===== src/rtl/ad_pkg.sv =====
`default_nettype none
// ---------------------------------------------------------------------------
// ad_pkg -- state encoding and data widths for the A/D acquisition controller
// Rev 1.0
// ---------------------------------------------------------------------------
package ad_pkg;

  localparam int c_MV_W = 16;

  typedef enum logic [1:0] {
    ST_IDLE   = 2'd0,
    ST_SETTLE = 2'd1,
    ST_ACCUM  = 2'd2,
    ST_DONE   = 2'd3
  } acq_state_t;

  function automatic int acc_width(input int avg_log2);
    return c_MV_W + avg_log2;
  endfunction

endpackage
`default_nettype wire


===== src/rtl/ad_avg_acc.sv =====
`default_nettype none
// ---------------------------------------------------------------------------
// ad_avg_acc -- one-channel sample accumulator with shifted average output
// Rev 1.0
// ---------------------------------------------------------------------------
module ad_avg_acc
  import ad_pkg::*;
#(
  parameter int AVG_LOG2 = 4
) (
  input  logic              ad_clk,
  input  logic              rst_n,
  input  logic              i_clr,
  input  logic              i_en,
  input  logic [c_MV_W-1:0] i_din,
  output logic [c_MV_W-1:0] o_avg
);

  localparam int c_ACC_W = acc_width(AVG_LOG2);

  logic [c_ACC_W-1:0] r_acc;

  always_ff @(posedge ad_clk or negedge rst_n) begin
    if (!rst_n) begin
      r_acc <= '0;
    end else if (i_clr) begin
      r_acc <= '0;
    end else if (i_en) begin
      r_acc <= r_acc + c_ACC_W'(i_din);
    end
  end

  // The top c_MV_W bits of the sum are exactly sum >> AVG_LOG2.
  assign o_avg = r_acc[c_ACC_W-1 -: c_MV_W];

endmodule
`default_nettype wire


===== src/rtl/ad_acq_ctrl.sv =====
`default_nettype none
// ---------------------------------------------------------------------------
// ad_acq_ctrl -- settle / accumulate / average controller for two A/D channels
// Rev 1.0
// ---------------------------------------------------------------------------
module ad_acq_ctrl
  import ad_pkg::*;
#(
  parameter int SETTLE_CYC = 8,
  parameter int AVG_LOG2   = 4
) (
  input  logic              ad_clk,
  input  logic              rst_n,
  input  logic              start,
  input  logic              abort,
  input  logic              cont,
  input  logic [c_MV_W-1:0] volt_ch1,
  input  logic [c_MV_W-1:0] volt_ch2,
  input  logic [c_MV_W-1:0] thresh_mv,
  output logic              busy,
  output logic [c_MV_W-1:0] avg_ch1,
  output logic [c_MV_W-1:0] avg_ch2,
  output logic              avg_valid,
  output logic              over_thresh
);

  localparam logic [8:0] c_SET_LAST = 9'((SETTLE_CYC > 0) ? SETTLE_CYC - 1 : 0);
  localparam logic [8:0] c_N_LAST   = 9'((1 << AVG_LOG2) - 1);

  acq_state_t        r_state;
  logic [8:0]        r_cnt;
  logic [c_MV_W-1:0] r_avg1;
  logic [c_MV_W-1:0] r_avg2;
  logic              r_valid;
  logic              r_over;

  logic              w_clr;
  logic              w_en;
  logic [c_MV_W-1:0] w_avg1;
  logic [c_MV_W-1:0] w_avg2;

  // Accumulators empty on every DONE so the next window starts from zero.
  assign w_clr = abort || (r_state == ST_DONE);
  assign w_en  = (r_state == ST_ACCUM);

  ad_avg_acc #(.AVG_LOG2(AVG_LOG2)) u_acc_ch1 (
    .ad_clk (ad_clk),
    .rst_n  (rst_n),
    .i_clr  (w_clr),
    .i_en   (w_en),
    .i_din  (volt_ch1),
    .o_avg  (w_avg1)
  );

  ad_avg_acc #(.AVG_LOG2(AVG_LOG2)) u_acc_ch2 (
    .ad_clk (ad_clk),
    .rst_n  (rst_n),
    .i_clr  (w_clr),
    .i_en   (w_en),
    .i_din  (volt_ch2),
    .o_avg  (w_avg2)
  );

  always_ff @(posedge ad_clk or negedge rst_n) begin
    if (!rst_n) begin
      r_state <= ST_IDLE;
      r_cnt   <= '0;
      r_avg1  <= '0;
      r_avg2  <= '0;
      r_valid <= 1'b0;
      r_over  <= 1'b0;
    end else begin
      r_valid <= 1'b0;
      if (abort) begin
        r_state <= ST_IDLE;
        r_cnt   <= '0;
      end else begin
        case (r_state)
          ST_IDLE: begin
            r_cnt <= '0;
            if (start) begin
              r_state <= (SETTLE_CYC == 0) ? ST_ACCUM : ST_SETTLE;
            end
          end
          ST_SETTLE: begin
            if (r_cnt == c_SET_LAST) begin
              r_cnt   <= '0;
              r_state <= ST_ACCUM;
            end else begin
              r_cnt <= r_cnt + 9'd1;
            end
          end
          ST_ACCUM: begin
            if (r_cnt == c_N_LAST) begin
              r_cnt   <= '0;
              r_state <= ST_DONE;
            end else begin
              r_cnt <= r_cnt + 9'd1;
            end
          end
          ST_DONE: begin
            r_avg1  <= w_avg1;
            r_avg2  <= w_avg2;
            r_valid <= 1'b1;
            r_over  <= (w_avg1 > thresh_mv) || (w_avg2 > thresh_mv);
            r_cnt   <= '0;
            r_state <= cont ? ST_ACCUM : ST_IDLE;
          end
          default: begin
            r_state <= ST_IDLE;
            r_cnt   <= '0;
          end
        endcase
      end
    end
  end

  assign busy        = (r_state != ST_IDLE);
  assign avg_ch1     = r_avg1;
  assign avg_ch2     = r_avg2;
  assign avg_valid   = r_valid;
  assign over_thresh = r_over;

endmodule
`default_nettype wire

===== config.mk =====
export PLATFORM = sky130hd
export DESIGN_NAME = ad_acq_ctrl
export DESIGN_NICKNAME = d
export VERILOG_FILES = /design/src/rtl/ad_pkg.sv /design/src/rtl/ad_avg_acc.sv /design/src/rtl/ad_acq_ctrl.sv
export SDC_FILE = /design/constraint.sdc
export NUM_CORES = 1
export LEC_CHECK = 0
export BUFFER_PORTS_ARGS = -buffer_cell sky130_fd_sc_hd__buf_2
export CAP_MARGIN = 5
export CORE_MARGIN = 3
export CORE_UTILIZATION = 58
export CTS_CLUSTER_SIZE = 16
export DETAILED_ROUTE_END_ITERATION = 10
export PLACE_DENSITY_LB_ADDON = 0.25
export SLEW_MARGIN = 20
export SYNTH_ARGS = -nofsm -noshare
export SYNTH_HDL_FRONTEND = slang
export SYNTH_SLANG_ARGS = --single-unit

===== constraint.sdc =====
create_clock -name ad_clk -period 3.2 [get_ports ad_clk]
set_input_delay 0.32 -clock ad_clk [delete_from_list [all_inputs] [get_ports ad_clk]]
set_output_delay 0.32 -clock ad_clk [all_outputs]
set_load 0.02 [all_outputs]

-- After elaboration in Yosys (flattened, before gate mapping)
Cells that the tools add are included.
- register bits: 85
- bits of input ports: 53
- output and inout port bits: 35
- word-level logic and storage cells: 46
- add/subtract/negate cells: 3
- magnitude comparators: 2
- eq/ne operators: 8
- multiplexer cells: 16
- bitwise gates (word level): 1
- reductions and logical operators: 8
- operator list (cell ; number):
    $mux W20 ; 4
    $add A20 B16 Y20 ; 2
    $gt A16 B16 Y1 ; 2
    $mux W9 ; 3
    $pmux W9 S3 ; 1
    $mux W2 ; 5
    $add A9 B1 Y9 const B ; 1
    $eq A9 B3 Y1 const B ; 1
    $eq A9 B4 Y1 const B ; 1
    $ne A3 B3 Y1 const B ; 3
    $pmux W2 S4 ; 1
    $eq A2 B2 Y1 const B ; 2
    $reduce_bool A2 Y1 ; 2
    $reduce_and A3 Y1 ; 1
    $eq A2 B1 Y1 const B ; 1
    $logic_not A2 Y1 ; 1
    $logic_or A1 B1 Y1 ; 2
    $mux W1 ; 2
    $reduce_and A2 Y1 ; 1
    $reduce_or A2 Y1 ; 1
    $not A1 Y1 ; 1

-- Logic depth before layout (Yosys ltp)
- word-level depth: 4
- mapped depth: 8

-- Cells and area by module
Synthesis repeated with hierarchy kept, for this count alone.
- cell total of the unflattened synthesis: 751
- area, all modules: 6471.2 um2
- modules (own cells, without submodules) (module ; instances ; cells an instance ; area each (um2)):
    ad_avg_acc ; 2 ; 227 ; 1945.6
    ad_acq_ctrl ; 1 ; 297 ; 2580.0

-- Least setup slack after synthesis
OpenSTA, ideal clock, no wires.
- path kind: register to register
- start: reg u_acc_ch1.r_acc[0]
- end: reg u_acc_ch1.r_acc[12]
- setup time: 0.121 ns
- arrival: 2.069 ns
- setup slack: 1.010 ns
- stages on the path, launching flop included: 9
- cell sequence: dfrtp_1 -> ha_1 -> fa_1 -> a211oi_2 -> o21a_4 -> nor4b_4 -> o41ai_1 -> xnor2_1 -> a22o_1
- word-level cells in the longest chain between the ends: 3
- ends and longest elaborated chain (item ; RTL line ; text):
    from (decl) ; ad_avg_acc.sv:21 ; logic [c_ACC_W-1:0] r_acc;
    from (signal assigned) ; ad_avg_acc.sv:29 ; r_acc <= r_acc + c_ACC_W'(i_din);
    $add A20 B16 Y20 ; ad_avg_acc.sv:29 ;
    $mux W20 ; ad_avg_acc.sv:28 ; end else if (i_en) begin
    $mux W20 ; ad_avg_acc.sv:26 ; end else if (i_clr) begin
Every way passes these cells. The select of a mux whose other input is x is not followed.
A chain may end at the register's enable or synchronous reset.

-- Worst setup path in the final report
Same ends and word-level chain as after synthesis.

==> results.json <==
{
  "start_kind": "flip-flop",
  "fin_crit_sh_pct": 76.9,
  "hold_class": "primary input to async pin",
  "yosys_warnings": 0,
  "cts_setup_buffers": 0,
  "seq_area_frac_synth_pct": 36.7,
  "dpl.hpwl_um": 10800,
  "cts_inserted_buffers": 9,
  "synth_edf_count": 0,
  "clk_transition_reported_paths_ns": 0.10,
  "syn_avg_cell_area_um2": 8.81,
  "critPathSlowestCell": "fa_1",
  "drt-pass1-iter-count": 5,
  "synth_area_um2": 5800,
  "gr-total-overflow": 0,
  "hold_viol": 10,
  "async_flop_share_pct": 100,
  "stdcell_count": 874,
  "setup_tns_ns": 0,
  "grt_max_degree": 86,
  "cp-end-kind": "flip-flop",
  "maxCapViolCount": 0,
  "ant_nets": 0,
  "violations": "hold timing",
  "tightest_slew_ns": 0.879,
  "io_buffers": 87,
  "layout_min_cycle_time_ns": 2.46,
  "wire_per_inst_um": 16.8,
  "combPwrFrac_pct": 27.5,
  "drc": 0,
  "die_h_um": 106,
  "pwr-share-seq_pct": 45.7,
  "clkLatencyLatePin_ns": 0.36,
  "antenna_found_initial": 0,
  "drive_above_1_share_pct": 16.8,
  "die_w_um": 106,
  "fmax_mhz": 407,
  "path_buf_inv": 0,
  "viasPerCell": 6.01,
  "grt_pass1_vias": 5168,
  "cts.sink_count": 85,
  "cts-root-buf": "clkbuf_8",
  "grt_pass1_wl_um": 24100,
  "io-pin-count": 88,
  "n_fill_cell": 786,
  "arrival_ns": 2.72,
  "crit_fanout": 4,
  "area_delta_synth_final_pct": 12.6,
  "hold_buffers": 0,
  "clkPwrFrac_pct": 26.8,
  "setup_violations": 0,
  "relSlewSlack_pct": 41.2,
  "place_inst": 858,
  "place_congestion": 0.902,
  "p_int_mw": 1.77,
  "diodes": 0,
  "start_util_pct": 61.3,
  "power-per-cell-area_nw_per_um2": 421,
  "row_count": 35,
  "clockBufferDepth": 2,
  "crit_chain": "ha_1, fa_1, a211oi_2, o21a_4, nor4b_4, o41ai_1, xnor2_1, a22o_1",
  "slew_violations": 0,
  "synthCells": 658,
  "worst-setup-path-type": "flip-flop to flip-flop",
  "required_ns": 3.46,
  "vias": 5252,
  "ir_drop_v": 0.000277,
  "status": "complete, but fails checks",
  "power.leakage_nw": 3.40,
  "syn_nets": 778,
  "worst_clock_skew_ns": 0.0153,
  "cp_top_family": "compound AO/OA/AOI/OAI gates",
  "ctsResizeCount": 0,
  "rsz0062_at_grt": "false",
  "p_switching_uw": 983,
  "die_area_um2": 11200,
  "swShare_pct": 35.8,
  "drt-initial-drc-count": 354,
  "ys_ff_latch": 85,
  "cts_tree": "built",
  "core_area_um2": 9460,
  "synth-main-ff-cell": "dfrtp_1",
  "critPathMaxStageDelay_ns": 0.45,
  "hold_slack_ns": -0.0114,
  "synth_cell_types": 63,
  "routed_wl_um": 14700,
  "grt_use_total_pct": 26.3,
  "htree_num_levels": 3,
  "layout.nets": 860
}
-- flip-flops by register name, summed over array words and instances (netlist names) --
| name | count |
|---|---|
| over_thresh | 1 |
| r_cnt | 9 |
| avg_ch2 | 16 |
| u_acc_ch1.r_acc | 20 |
| u_acc_ch2.r_acc | 20 |
| avg_valid | 1 |
| r_state | 2 |
| avg_ch1 | 16 |
-- per-stage QoR --
step | power, mW | hold slack (ns) | utilization [%] | cell area [µm²] | worst slack (ns)
CTS | 2.75 | 0.200 | 69.0 | 6530 | 0.725
floorplan | 1.78 | 0.0244 | - | 5800 | 1.01
global route | 2.90 | 0.0545 | 69.0 | 6530 | 0.601
finish | 2.75 | -0.0114 | 69.0 | 6530 | 0.740
global placement | 1.99 | 0.445 | 67.1 | 6340 | 0.844
detailed placement | 2.02 | 0.457 | 67.1 | 6340 | 0.703
-- kinds of logic (layout without fill, tap and decap cells) --
family / after synthesis / after routing / share of synthesized area (%)
simple gates: 257 / 257 / 20.3
compound gates: 175 / 175 / 20.6
flops: 85 / 85 / 36.7
fa+ha+maj: 67 / 67 / 14.7
buf+inv: 43 / 130 / 2.91
xor+xnor: 26 / 26 / 3.93
mux: 5 / 5 / 0.885
-- area by class of cell --
cell class              instances  area, µm²  share of cell area (%)
clock inverters                 6       45.0                   0.690
well taps                     129        161                    2.47
inverters                      24       90.1                    1.38
repair buffers                 90        464                    7.11
clock buffers                  10        138                    2.11
multi-input cells             530       3510                    53.7
flip-flops and latches         85       2130                    32.6
-- path summary, 6_finish.rpt --
kind | from | to | slack, ns | depth (start not counted)
max in group asynchronous | rst_n | u_acc_ch2.r_acc[8] | 2.66 | 1
min | rst_n | avg_ch2[9] | -0.01 | 1
min reg2reg | r_cnt[0] | r_cnt[0] | 0.47 | 1
max | u_acc_ch1.r_acc[0] | u_acc_ch1.r_acc[12] | 0.74 | 8
min in group ad_clk | abort | r_state[1] | 0.23 | 2
max reg2reg | u_acc_ch1.r_acc[0] | u_acc_ch1.r_acc[12] | 0.74 | 8
-- power groups by stage --
| stage | Clock [mW] | Sequential, mW | Combinational (mW) |
|---|---|---|---|
| after floorplan | 0 | 1.32 | 0.456 |
| after global placement | 0 | 1.27 | 0.714 |
| after detailed placement | 0 | 1.28 | 0.745 |
| after CTS | 0.741 | 1.26 | 0.752 |
| after global routing | 0.785 | 1.27 | 0.839 |
| final | 0.736 | 1.26 | 0.757 |
-- cell usage after synthesis (2+ instances only) --
| master | number | area, µm² |
|---|---|---|
| buf_2 | 6 | 30.0 |
| nor4b_1 | 3 | 26.3 |
| fa_1 | 2 | 40.0 |
| a21boi_1 | 2 | 15.0 |
| o21a_1 | 6 | 45.0 |
| a311oi_1 | 2 | 17.5 |
| dfrtp_1 | 85 | 2130 |
| nand3_1 | 11 | 55.1 |
| o211ai_1 | 8 | 60.1 |
| mux2i_1 | 4 | 40.0 |
| o31ai_1 | 2 | 15.0 |
| a21o_1 | 18 | 135 |
| o2111ai_1 | 2 | 17.5 |
| xor2_1 | 13 | 114 |
| nor2_1 | 37 | 139 |
| o21ai_1 | 10 | 50.1 |
| nand4_1 | 12 | 75.1 |
| o2111a_1 | 2 | 22.5 |
| o311ai_1 | 2 | 17.5 |
| a311oi_2 | 2 | 30.0 |
| clkbuf_1 | 12 | 45.0 |
| inv_1 | 24 | 90.1 |
| a21oi_1 | 40 | 200 |
| o22ai_1 | 3 | 18.8 |
| and2_1 | 2 | 12.5 |
| and3_1 | 4 | 25.0 |
| nand2b_1 | 10 | 62.6 |
| a211oi_2 | 2 | 25.0 |
| or3_1 | 3 | 18.8 |
| a211oi_1 | 5 | 37.5 |
| nor2b_1 | 4 | 25.0 |
| a32o_1 | 4 | 40.0 |
| o21ai_2 | 3 | 26.3 |
| xnor2_1 | 13 | 114 |
| nand2_1 | 143 | 537 |
| o21ai_0 | 38 | 190 |
| or2_2 | 5 | 31.3 |
| ha_1 | 65 | 813 |
| nor3_1 | 9 | 45.0 |
| a22o_1 | 6 | 52.6 |
| o21bai_1 | 5 | 37.5 |
| nor4_1 | 5 | 31.3 |
| and4_1 | 2 | 17.5 |
| a221o_1 | 3 | 30.0 |
-- cell usage in the layout (no fill, tap or decap), types with 4 or more instances in the layout --
master / instances
a32o_1: 4
nor4_1: 5
a21oi_1: 40
xnor2_1: 13
o21ai_1: 10
nor3_1: 9
and3_1: 4
a22o_1: 6
xor2_1: 13
nor2b_1: 4
dfrtp_1: 85
buf_2: 86
nor2_1: 36
o21ai_0: 38
mux2i_1: 4
nand2b_1: 10
or2_2: 5
nand3_1: 11
o21bai_1: 5
clkbuf_8: 10
a211oi_1: 5
o211ai_1: 8
a21o_1: 18
o21a_1: 6
nand4_1: 12
nand2_1: 143
inv_1: 24
ha_1: 65
-- routing by layer --
layer  routed length [µm]  vias to the layer above  share of wire [%]  track usage [%]
met2                 7080                      209                 48             44.3
li1                     -                     2535                  -                -
met1                 6290                     2467                 43             34.6
met4                  325                        0                2.2             8.60
met5                    0                        -                  0                0
met3                  986                       41                6.7             4.68
Note: power is estimated with default switching activity, not from simulation.
